<file path="src/rtl/home_pkg.sv">
// Shared definitions for the household appliance power arbiter.
// Provides appliance index constants and the per-appliance state encoding.
package home_pkg;

  localparam int APPL_FRIDGE     = 0;
  localparam int APPL_OVEN       = 1;
  localparam int APPL_COFFEE     = 2;
  localparam int APPL_WASHER     = 3;
  localparam int APPL_DISHWASHER = 4;

  typedef enum logic [1:0] {
    ST_IDLE,
    ST_RUN,
    ST_COOL
  } appl_state_e;

endpackage

</file>
<file path="src/rtl/appliance_power_arbiter_if.sv">
// Appliance request/grant bundle.
//   req          : level request per appliance
//   prio         : high-priority mask
//   shed         : load-shed, drops all non-priority grants
//   grant        : run enable per appliance
//   active_count : number of set grant bits
//   waiting      : an eligible request could not be granted
// master = appliance/command side, slave = arbiter side.
interface appliance_power_arbiter_if #(
  parameter int N_APPL = 5
);
  localparam int CW = $clog2(N_APPL + 1);

  logic [N_APPL-1:0] req;
  logic [N_APPL-1:0] prio;
  logic              shed;
  logic [N_APPL-1:0] grant;
  logic [CW-1:0]     active_count;
  logic              waiting;

  modport master (
    output req, prio, shed,
    input  grant, active_count, waiting
  );

  modport slave (
    input  req, prio, shed,
    output grant, active_count, waiting
  );
endinterface

</file>
<file path="src/rtl/appliance_slot_fsm.sv">
// One appliance's IDLE/RUN/COOL state machine with run and cool counters.
//   clk, rst   : clock, asynchronous active-high reset
//   select     : arbiter picked this appliance this cycle (only honoured in IDLE)
//   req, prio  : this appliance's request and priority bits
//   shed       : load-shed event
//   waiting_q  : registered arbiter waiting flag (previous cycle's decision)
//   running    : in RUN (the grant)
//   idle       : in IDLE (may be selected)
module appliance_slot_fsm
  import home_pkg::*;
#(
  parameter int MIN_ON   = 4,
  parameter int MAX_ON   = 16,
  parameter int COOLDOWN = 8
) (
  input  logic clk,
  input  logic rst,
  input  logic select,
  input  logic req,
  input  logic prio,
  input  logic shed,
  input  logic waiting_q,
  output logic running,
  output logic idle
);

  localparam int RW = $clog2(MAX_ON + 1);
  localparam int CW = $clog2(COOLDOWN + 1);
  localparam logic [RW-1:0] RUN_SAT   = RW'(MAX_ON);
  localparam logic [RW-1:0] MIN_HOLD  = RW'(MIN_ON - 1);
  localparam logic [CW-1:0] COOL_LAST = CW'(COOLDOWN - 1);

  appl_state_e   state_q, state_d;
  logic [RW-1:0] run_cnt_q, run_cnt_d;
  logic [CW-1:0] cool_cnt_q, cool_cnt_d;
  logic          release_now;

  always_comb begin
    state_d    = state_q;
    run_cnt_d  = run_cnt_q;
    cool_cnt_d = cool_cnt_q;
    // Shed bypasses the minimum on-time; MAX_ON preemption needs a waiter.
    release_now = ((run_cnt_q >= MIN_HOLD) && !req)
               || (!prio && (run_cnt_q == RUN_SAT) && waiting_q)
               || (shed && !prio);
    unique case (state_q)
      ST_IDLE: begin
        if (select) begin
          state_d   = ST_RUN;
          run_cnt_d = '0;
        end
      end
      ST_RUN: begin
        if (release_now) begin
          state_d    = ST_COOL;
          cool_cnt_d = '0;
        end else if (run_cnt_q != RUN_SAT) begin
          run_cnt_d = run_cnt_q + RW'(1);
        end
      end
      ST_COOL: begin
        if (cool_cnt_q == COOL_LAST) begin
          state_d = ST_IDLE;
        end else begin
          cool_cnt_d = cool_cnt_q + CW'(1);
        end
      end
      default: state_d = ST_IDLE;
    endcase
  end

  always_ff @(posedge clk or posedge rst) begin
    if (rst) begin
      state_q    <= ST_IDLE;
      run_cnt_q  <= '0;
      cool_cnt_q <= '0;
    end else begin
      state_q    <= state_d;
      run_cnt_q  <= run_cnt_d;
      cool_cnt_q <= cool_cnt_d;
    end
  end

  assign running = (state_q == ST_RUN);
  assign idle    = (state_q == ST_IDLE);

endmodule

</file>
<file path="src/rtl/appliance_power_arbiter.sv">
// Shares the household power budget among N_APPL appliances.
//   clk, rst : clock, asynchronous active-high reset
//   bus      : slave side of appliance_power_arbiter_if
//              (req/prio/shed in; grant/active_count/waiting out)
// At most one new grant per cycle, priority class first, round-robin within
// the class. Slot accounting uses registered grants, so a slot freed at an
// edge is reusable from the following decision.
module appliance_power_arbiter
  import home_pkg::*;
#(
  parameter int N_APPL     = 5,
  parameter int MAX_ACTIVE = 2,
  parameter int MIN_ON     = 4,
  parameter int MAX_ON     = 16,
  parameter int COOLDOWN   = 8
) (
  input logic                      clk,
  input logic                      rst,
  appliance_power_arbiter_if.slave bus
);

  localparam int          IW = (N_APPL > 1) ? $clog2(N_APPL) : 1;
  localparam int          CW = $clog2(N_APPL + 1);
  localparam int unsigned NU = N_APPL;

  logic [N_APPL-1:0] running, idle, select_vec;
  logic [N_APPL-1:0] eligible, prio_elig, pick_from;
  logic [IW-1:0]     ptr_q, ptr_d, pick_idx;
  logic              pick_found, grant_ok;
  logic              waiting_q, waiting_d;
  logic [CW-1:0]     active_count;

  for (genvar i = 0; i < N_APPL; i++) begin : g_slot
    appliance_slot_fsm #(
      .MIN_ON   (MIN_ON),
      .MAX_ON   (MAX_ON),
      .COOLDOWN (COOLDOWN)
    ) u_slot (
      .clk       (clk),
      .rst       (rst),
      .select    (select_vec[i]),
      .req       (bus.req[i]),
      .prio      (bus.prio[i]),
      .shed      (bus.shed),
      .waiting_q (waiting_q),
      .running   (running[i]),
      .idle      (idle[i])
    );
  end

  always_comb begin
    active_count = '0;
    for (int unsigned k = 0; k < NU; k++) begin
      active_count = active_count + CW'(running[k]);
    end
  end

  always_comb begin : p_pick
    int unsigned cand;
    cand       = 0;
    eligible   = bus.req & idle & (bus.shed ? bus.prio : '1);
    prio_elig  = eligible & bus.prio;
    pick_from  = (|prio_elig) ? prio_elig : eligible;
    pick_found = 1'b0;
    pick_idx   = '0;
    for (int unsigned k = 0; k < NU; k++) begin
      cand = (32'(ptr_q) + 32'd1 + k) % NU;
      if (!pick_found && pick_from[IW'(cand)]) begin
        pick_found = 1'b1;
        pick_idx   = IW'(cand);
      end
    end
    grant_ok   = pick_found && (active_count < CW'(MAX_ACTIVE));
    select_vec = '0;
    ptr_d      = ptr_q;
    if (grant_ok) begin
      select_vec[pick_idx] = 1'b1;
      ptr_d                = pick_idx;
    end
    waiting_d = (|eligible) && (active_count >= CW'(MAX_ACTIVE));
  end

  always_ff @(posedge clk or posedge rst) begin
    if (rst) begin
      ptr_q     <= IW'(N_APPL - 1);
      waiting_q <= 1'b0;
    end else begin
      ptr_q     <= ptr_d;
      waiting_q <= waiting_d;
    end
  end

  assign bus.grant        = running;
  assign bus.active_count = active_count;
  assign bus.waiting      = waiting_q;

endmodule

</file>
<file path="src/flat_wrapper.sv">
// flat-port wrapper written by rule: the top's interface ports become plain ports
module appliance_power_arbiter_flat import home_pkg::*;
#(
  parameter int N_APPL     = 5,
  parameter int MAX_ACTIVE = 2,
  parameter int MIN_ON     = 4,
  parameter int MAX_ON     = 16,
  parameter int COOLDOWN   = 8
)
  (clk, rst, bus_req, bus_prio, bus_shed, bus_grant, bus_active_count, bus_waiting);
  appliance_power_arbiter_if #(.N_APPL(N_APPL)) bus_i ();
  input logic clk;
  input logic rst;
  input wire logic [$bits(bus_i.req)-1:0] bus_req;
  input wire logic [$bits(bus_i.prio)-1:0] bus_prio;
  input wire logic [$bits(bus_i.shed)-1:0] bus_shed;
  output wire logic [$bits(bus_i.grant)-1:0] bus_grant;
  output wire logic [$bits(bus_i.active_count)-1:0] bus_active_count;
  output wire logic [$bits(bus_i.waiting)-1:0] bus_waiting;
  assign bus_i.req = bus_req;
  assign bus_i.prio = bus_prio;
  assign bus_i.shed = bus_shed;
  assign bus_grant = bus_i.grant;
  assign bus_active_count = bus_i.active_count;
  assign bus_waiting = bus_i.waiting;
  appliance_power_arbiter #(.N_APPL(N_APPL), .MAX_ACTIVE(MAX_ACTIVE), .MIN_ON(MIN_ON), .MAX_ON(MAX_ON), .COOLDOWN(COOLDOWN)) u_core (.clk(clk), .rst(rst), .bus(bus_i));
endmodule
</file>
<file path="config.mk">
export PLATFORM = sky130hd
export DESIGN_NAME = appliance_power_arbiter_flat
export DESIGN_NICKNAME = d
export VERILOG_FILES = /design/src/rtl/home_pkg.sv /design/src/rtl/appliance_power_arbiter_if.sv /design/src/rtl/appliance_slot_fsm.sv /design/src/rtl/appliance_power_arbiter.sv /design/src/flat_wrapper.sv
export SDC_FILE = /design/constraint.sdc
export NUM_CORES = 1
export LEC_CHECK = 0
export BUFFER_PORTS_ARGS = -buffer_cell sky130_fd_sc_hd__buf_2
export CAP_MARGIN = 15
export CELL_PAD_IN_SITES_DETAIL_PLACEMENT = 1
export CELL_PAD_IN_SITES_GLOBAL_PLACEMENT = 1
export CORE_ASPECT_RATIO = 0.9
export CORE_MARGIN = 2
export CORE_UTILIZATION = 49
export CTS_CLUSTER_SIZE = 16
export DETAILED_ROUTE_END_ITERATION = 6
export GPL_TIMING_DRIVEN = 0
export PLACE_DENSITY = 0.91
export SLEW_MARGIN = 25
export SYNTH_ARGS = -nofsm -noshare
export SYNTH_HDL_FRONTEND = slang
export SYNTH_SLANG_ARGS = --single-unit
</file>
<file path="constraint.sdc">
create_clock -name clk -period 9.4 [get_ports clk]
set_input_delay 0 -clock clk [delete_from_list [all_inputs] [get_ports clk]]
set_output_delay 0 -clock clk [all_outputs]
set_load 0.01 [all_outputs]
</file>
==> flow_summary.ini, run 1 <==
[status]
status = finished clean

[routing]
dr_total_vias = 6777
wl_per_cell_um = 21.1
wl_um = 22000
drtIter0Drc = 611
avgViaCountPerCell = 6.52
drc_errors = 0
dr.pass1.iters = 5
ant_nets = 0

[timing]
rsz0062_at_grt = false
final_max_slew_viol_count = 0
layout_min_cycle_time_ns = 8.93
hold-worst-slack_ns = 0.134
fmax_ghz = 0.112
fin_crit_sh = 0.950
fin_worst_skew_ns = 0.0104
max_slew_margin = 0.484
hold_viol = 0
tightest_slew_ns = 0.766
fin_tns_setup_ns = 0
setup_viol = 0

[logic_synthesis]
synth_most_common_cell = nor2_1
synth-seq-area-share = 0.218
yosysTopAreaCellShare = 0.214
synth_top_cell_by_area = dfrtp_1
synthesis.area_sq_um = 6770
synth_flop_cell = dfrtp_1
synth-seq-cells = 59
synth_area_leaders = dfrtp_1, ha_1, nor2_1, nand2_1, mux2i_1
synth_edf_count = 0
synth_common_cells = nor2_1, nand2_1, ha_1
postSynthAreaPerCell_sq_um = 8.17
synthCells = 829
yosysWarnings = 0
ys_async_sr_fraction = 1.00
yosysUniqueCellTypes = 96
synthesis.nets = 903

[placed_design]
dpl.hpwl_um = 15900
place.gp.congestion = 0.903
portBuffers = 20

[cts]
path_clk_slew_ns = 0.06
htreeDepth = 3
numCtsBuffers = 9
clkLatencyLatePin_ns = 0.34
tritoncts = yes
cts_buffer_depth = 2
clock-root-buffer = clkbuf_16
clkSinkCount = 59

[flow_run]
cap_violations = 0

[critical_path]
worstPathMaxFanout = 14
cp-end-kind = register
critPathArrivalTime_ns = 9.14
criticalPathCategory = register to register
cp_slowest_stage_delay_ns = 0.59
critPathSlowestCell = or4_4
cpMostUsedCell = ha_1
crit_path_start_kind = register
worst-endpoint-required_ns = 9.60

[floorplan]
rows = 40
core_area_sq_um = 13400
die_w_um = 128
start_util = 0.505
dieArea_sq_um = 14800
ios = 22
die_y_um = 116

[global_route]
grt_overflow = 0
grt_max_degree = 31
antenna_found_initial = 0
grt_pass1_vias = 6949
grt_pass1_wl_um = 36300
track_usage = 0.306

[worst_hold_path]
hold_class = input pin to register

[finish]
layout-drive-gt1-share = 0.138
syn_to_final_growth_pct = 9.90
finalCoreUtilization = 0.555
nets = 941
antenna_cells = 0
-- area by class of cell --
cell class,count,area [sq um]
buffer,36,188
clock buffer,9,225
clock inverter,7,52.6
fill,1601,5970
inverter,56,216
multi-input combinational,678,4910
sequential,59,1480
tap,168,210
timing repair buffer,27,168
-- metrics by stage --
step           setup slack [ns]  std cells  instance area (sq um)
4_1_cts                   0.192       1035                   7390
5_1_grt                  0.0114       1040                   7440
2_1_floorplan              2.10        829                   6770
6_report                  0.466       1040                   7440
3_3_place_gp              0.458       1017                   7080
3_5_place_dp              0.220       1018                   7110
-- state kept, by name (all words and copies together) (netlist names) --
name,flops
u_core.g_slot.u_slot.cool_cnt_q,20
u_core.ptr_q,3
u_core.g_slot.u_slot.state_q,10
u_core.g_slot.u_slot.run_cnt_q,25
u_core.bus.waiting,1
-- critical path: cells and delay by family (launching register included) --
kind	cells	cell delay, ns
simple gates	10	2.43
compound gates	6	1.69
fa+ha+maj	5	1.67
buf+inv	7	1.56
flops	1	0.53
xor+xnor	2	0.51
mux	1	0.37
-- path summary, 6_finish.rpt --
kind                                                                         from                                                 to  slack, ns  cells past startpoint
max in group asynchronous                                                     rst                        u_core.ptr_q[0]$_DFFE_PP0P_       8.63                      4
worst min-delay path                                                  bus_prio[3]     u_core.g_slot[3].u_slot.state_q[0]$_DFFE_PP0P_       0.13                      3
worst min register to register  u_core.g_slot[2].u_slot.cool_cnt_q[0]$_DFFE_PP0P_  u_core.g_slot[2].u_slot.cool_cnt_q[0]$_DFFE_PP0P_       0.50                      1
worst max-delay path                                  u_core.ptr_q[0]$_DFFE_PP0P_   u_core.g_slot[0].u_slot.run_cnt_q[1]$_DFFE_PP0P_       0.47                     31
worst max register to register                        u_core.ptr_q[0]$_DFFE_PP0P_   u_core.g_slot[0].u_slot.run_cnt_q[1]$_DFFE_PP0P_       0.47                     31
min in group asynchronous                                                     rst  u_core.g_slot[0].u_slot.cool_cnt_q[1]$_DFFE_PP0P_       0.24                      3
-- metal layers --
metal / share of wire / vias up / GRT usage
li1: - / 3127 / -
met1: 0.46 / 3343 / 0.415
met2: 0.47 / 257 / 0.517
met3: 0.054 / 50 / 0.0392
met4: 0.022 / 0 / 0.0842
met5: 0 / - / 0
-- layout by cell type, fill, tap and decap left out, types with 6 or more instances in the layout --
cell	n
o31ai_1	9
inv_1	52
o21a_1	8
clkbuf_16	9
and2_1	7
clkbuf_1	14
xor2_1	23
nor2b_1	17
buf_2	32
a31oi_1	13
o21ai_0	32
nand2b_1	14
o22ai_1	6
o211ai_1	6
a21oi_1	33
nand4_1	22
dfrtp_1	57
xnor2_1	23
nand3_1	33
o21ai_1	6
or2_2	6
nand2_1	67
ha_1	59
buf_4	11
mux2i_1	25
a311oi_1	6
nor2_1	80
a211oi_1	12
nor3_1	13
and3_1	12
or4_1	6
nor4_1	6
a21o_1	15
-- timing repair --
item / in CTS / in global routing
endpoints found under the hold margin: 29 / 0
endpoints found under the setup margin: 0 / 32
hold buffers: 1 / 0
gates resized for setup: 0 / 3
setup buffers: 0 / 5
-- kinds of logic (layout without fill, tap and decap cells) --
| family | count (synthesis) | count (layout) | synth area share |
|---|---|---|---|
| AND/OR/NAND/NOR | 325 | 325 | 0.260 |
| XOR/XNOR | 48 | 48 | 0.0632 |
| AO/OA/AOI/OAI | 212 | 212 | 0.233 |
| buffers and inverters | 92 | 135 | 0.0587 |
| adder cells (fa/ha/maj) | 61 | 61 | 0.115 |
| multiplexers | 32 | 32 | 0.0523 |
| flip-flops | 59 | 59 | 0.218 |
Power of run 1 is not shown: default switching activity piles up to over one toggle a cycle in this logic, so the estimate is an artifact.
==> inputs of run 2 (changes only) <==
ABC_AREA = 1   (was not set)
CAP_MARGIN = 20   (was 15)
CORE_UTILIZATION = 47   (was 49)
==> flow_summary.ini, run 2 <==
[finish]
reg_top3 = u_core.g_slot.u_slot.run_cnt_q x25, u_core.g_slot.u_slot.cool_cnt_q x20, u_core.g_slot.u_slot.state_q x10
syn_to_final_growth_pct = 10.8
nets = 1022
layout-drive-gt1-share = 0.168
largest_register_ffs = 25
final_common_cell = nand2_1
regMostFlops = u_core.g_slot.u_slot.run_cnt_q
fillCellCount = 1727
antenna_cells = 0
mostFrequentLayoutCells = nand2_1, inv_1, nand3_1

[logic_synthesis]
yosysWarnings = 0
postSynthAreaPerCell_sq_um = 6.98
synth_area_leaders = dfrtp_1, nand2_1, ha_1, nand3_1, inv_1
synth_most_common_cell = nand2_1
synth_top_cell_by_area = dfrtp_1
synthesis.area_sq_um = 6380
synth_flop_cell = dfrtp_1
synth-seq-area-share = 0.232
synthesis.nets = 988
yosysUniqueCellTypes = 51
ys_async_sr_fraction = 1.00
synth-seq-cells = 59
synth_edf_count = 0
yosysTopAreaCellShare = 0.228
synthCells = 914
synth_common_cells = nand2_1, inv_1, nand3_1

[timing]
fin_crit_sh = 0.668
max_slew_margin = 0.500
layout_min_cycle_time_ns = 6.28
fin_ws_ns = 3.12
hold_viol = 0
tightest_slew_ns = 0.743
rsz0062_at_grt = false
setup_viol = 0
final_max_slew_viol_count = 0
fmax_ghz = 0.159
fin_tns_setup_ns = 0
fin_worst_skew_ns = 0.00945

[floorplan]
die_w_um = 127
rows = 40
dieArea_sq_um = 14500
ios = 22
start_util = 0.479
core_area_sq_um = 13300
die_y_um = 114

[critical_path]
cpMostUsedCell = nand2_2
regToRegStartpoint = u_core.ptr_q[0]$_DFFE_PP0P_
critPathArrivalTime_ns = 6.50
cp-end-kind = register
worst-endpoint-required_ns = 9.63
crit_path_start_kind = register
criticalPathCategory = register to register
cp_slowest_stage_delay_ns = 0.58
worstPathMaxFanout = 14
critPathSlowestCell = dfrtp_1
critPathLaunch = u_core.ptr_q[0]$_DFFE_PP0P_

[routing]
dr_total_vias = 6187
avgViaCountPerCell = 5.52
dr.pass1.iters = 5
wl_um = 18100
wl_per_cell_um = 16.2
drtIter0Drc = 309
drc_errors = 0
ant_nets = 0

[status]
status = finished clean

[global_route]
grt_max_degree = 46
track_usage = 0.265
grt_pass1_vias = 6614
grt_pass1_wl_um = 31300
grt_overflow = 0
antenna_found_initial = 0

[cts]
cts_setup_buffers = 0
clkLatencyLatePin_ns = 0.34
cts-resized-gates = 0
clock-root-buffer = clkbuf_16
path_clk_slew_ns = 0.06
tritoncts = yes
htreeDepth = 3
cts_buffer_depth = 2
clkSinkCount = 59
numCtsBuffers = 9
cts_hold_buf = 1

[placed_design]
pre_cts_slack_ns = 3.22
place.gp.congestion = 0.867
dpl.hpwl_um = 13500
portBuffers = 21

[flow_run]
cap_violations = 0

[worst_hold_path]
hp-start = bus_req[4]
hold_class = input pin to register
run 2: cell families after synthesis:
family | synth area share
simple gates | 0.414
compound gates | 0.0787
buf+inv | 0.0991
xor+xnor | 0.0506
flops | 0.232
fa+ha+maj | 0.122
mux | 0.00334
run 2: path summary, 6_finish.rpt:
| path | endpoint | depth (start not counted) | slack, ns |
|---|---|---|---|
| setup / recovery | u_core.g_slot[2].u_slot.run_cnt_q[0]$_DFFE_PP0P_ | 43 | 3.12 |
| setup reg to reg | u_core.g_slot[2].u_slot.run_cnt_q[0]$_DFFE_PP0P_ | 43 | 3.12 |
| min in group asynchronous | u_core.g_slot[4].u_slot.state_q[1]$_DFFE_PP0P_ | 3 | 0.15 |
| hold reg to reg | u_core.g_slot[0].u_slot.cool_cnt_q[0]$_DFFE_PP0P_ | 1 | 0.50 |
| max in group asynchronous | u_core.g_slot[1].u_slot.run_cnt_q[0]$_DFFE_PP0P_ | 4 | 8.75 |
| hold / removal | u_core.bus.waiting$_DFF_PP0_ | 3 | 0.08 |
run 2: per-stage QoR:
stage               utilization  hold WS (ns)  std cells  area, sq um
floorplan                     -         0.207        914         6380
global placement          0.503         0.416       1103         6690
detailed placement        0.505       -0.0490       1104         6720
CTS                       0.531        0.0666       1121         7070
global route              0.531        0.0868       1121         7070
finish                    0.531        0.0818       1121         7070
run 2: layout make-up:
cell class                 instances  area [sq um]  area share
buffer                            11          83.8      0.0119
clock buffer                      10           239      0.0338
clock inverter                     6          95.1      0.0135
inverter                         145           551      0.0779
multi-input combinational        699          4270       0.604
sequential                        59          1480       0.209
tap                              168           210      0.0298
timing repair buffer              23           143      0.0202
run 2: worst max-delay path: cells and delay by family, from the launching register on:
kind,cells,cell delay [ns]
buffers and inverters,11,1.45
flip-flops,1,0.58
XOR/XNOR,1,0.27
AND/OR/NAND/NOR,26,2.44
adder cells (fa/ha/maj),5,1.40
run 2: metal layers:
metal	track usage	share of wire
met1	0.328	0.45
met2	0.476	0.50
met3	0.0402	0.030
met4	0.0879	0.016
met5	0	0
Power of run 2 is left out for the same reason.
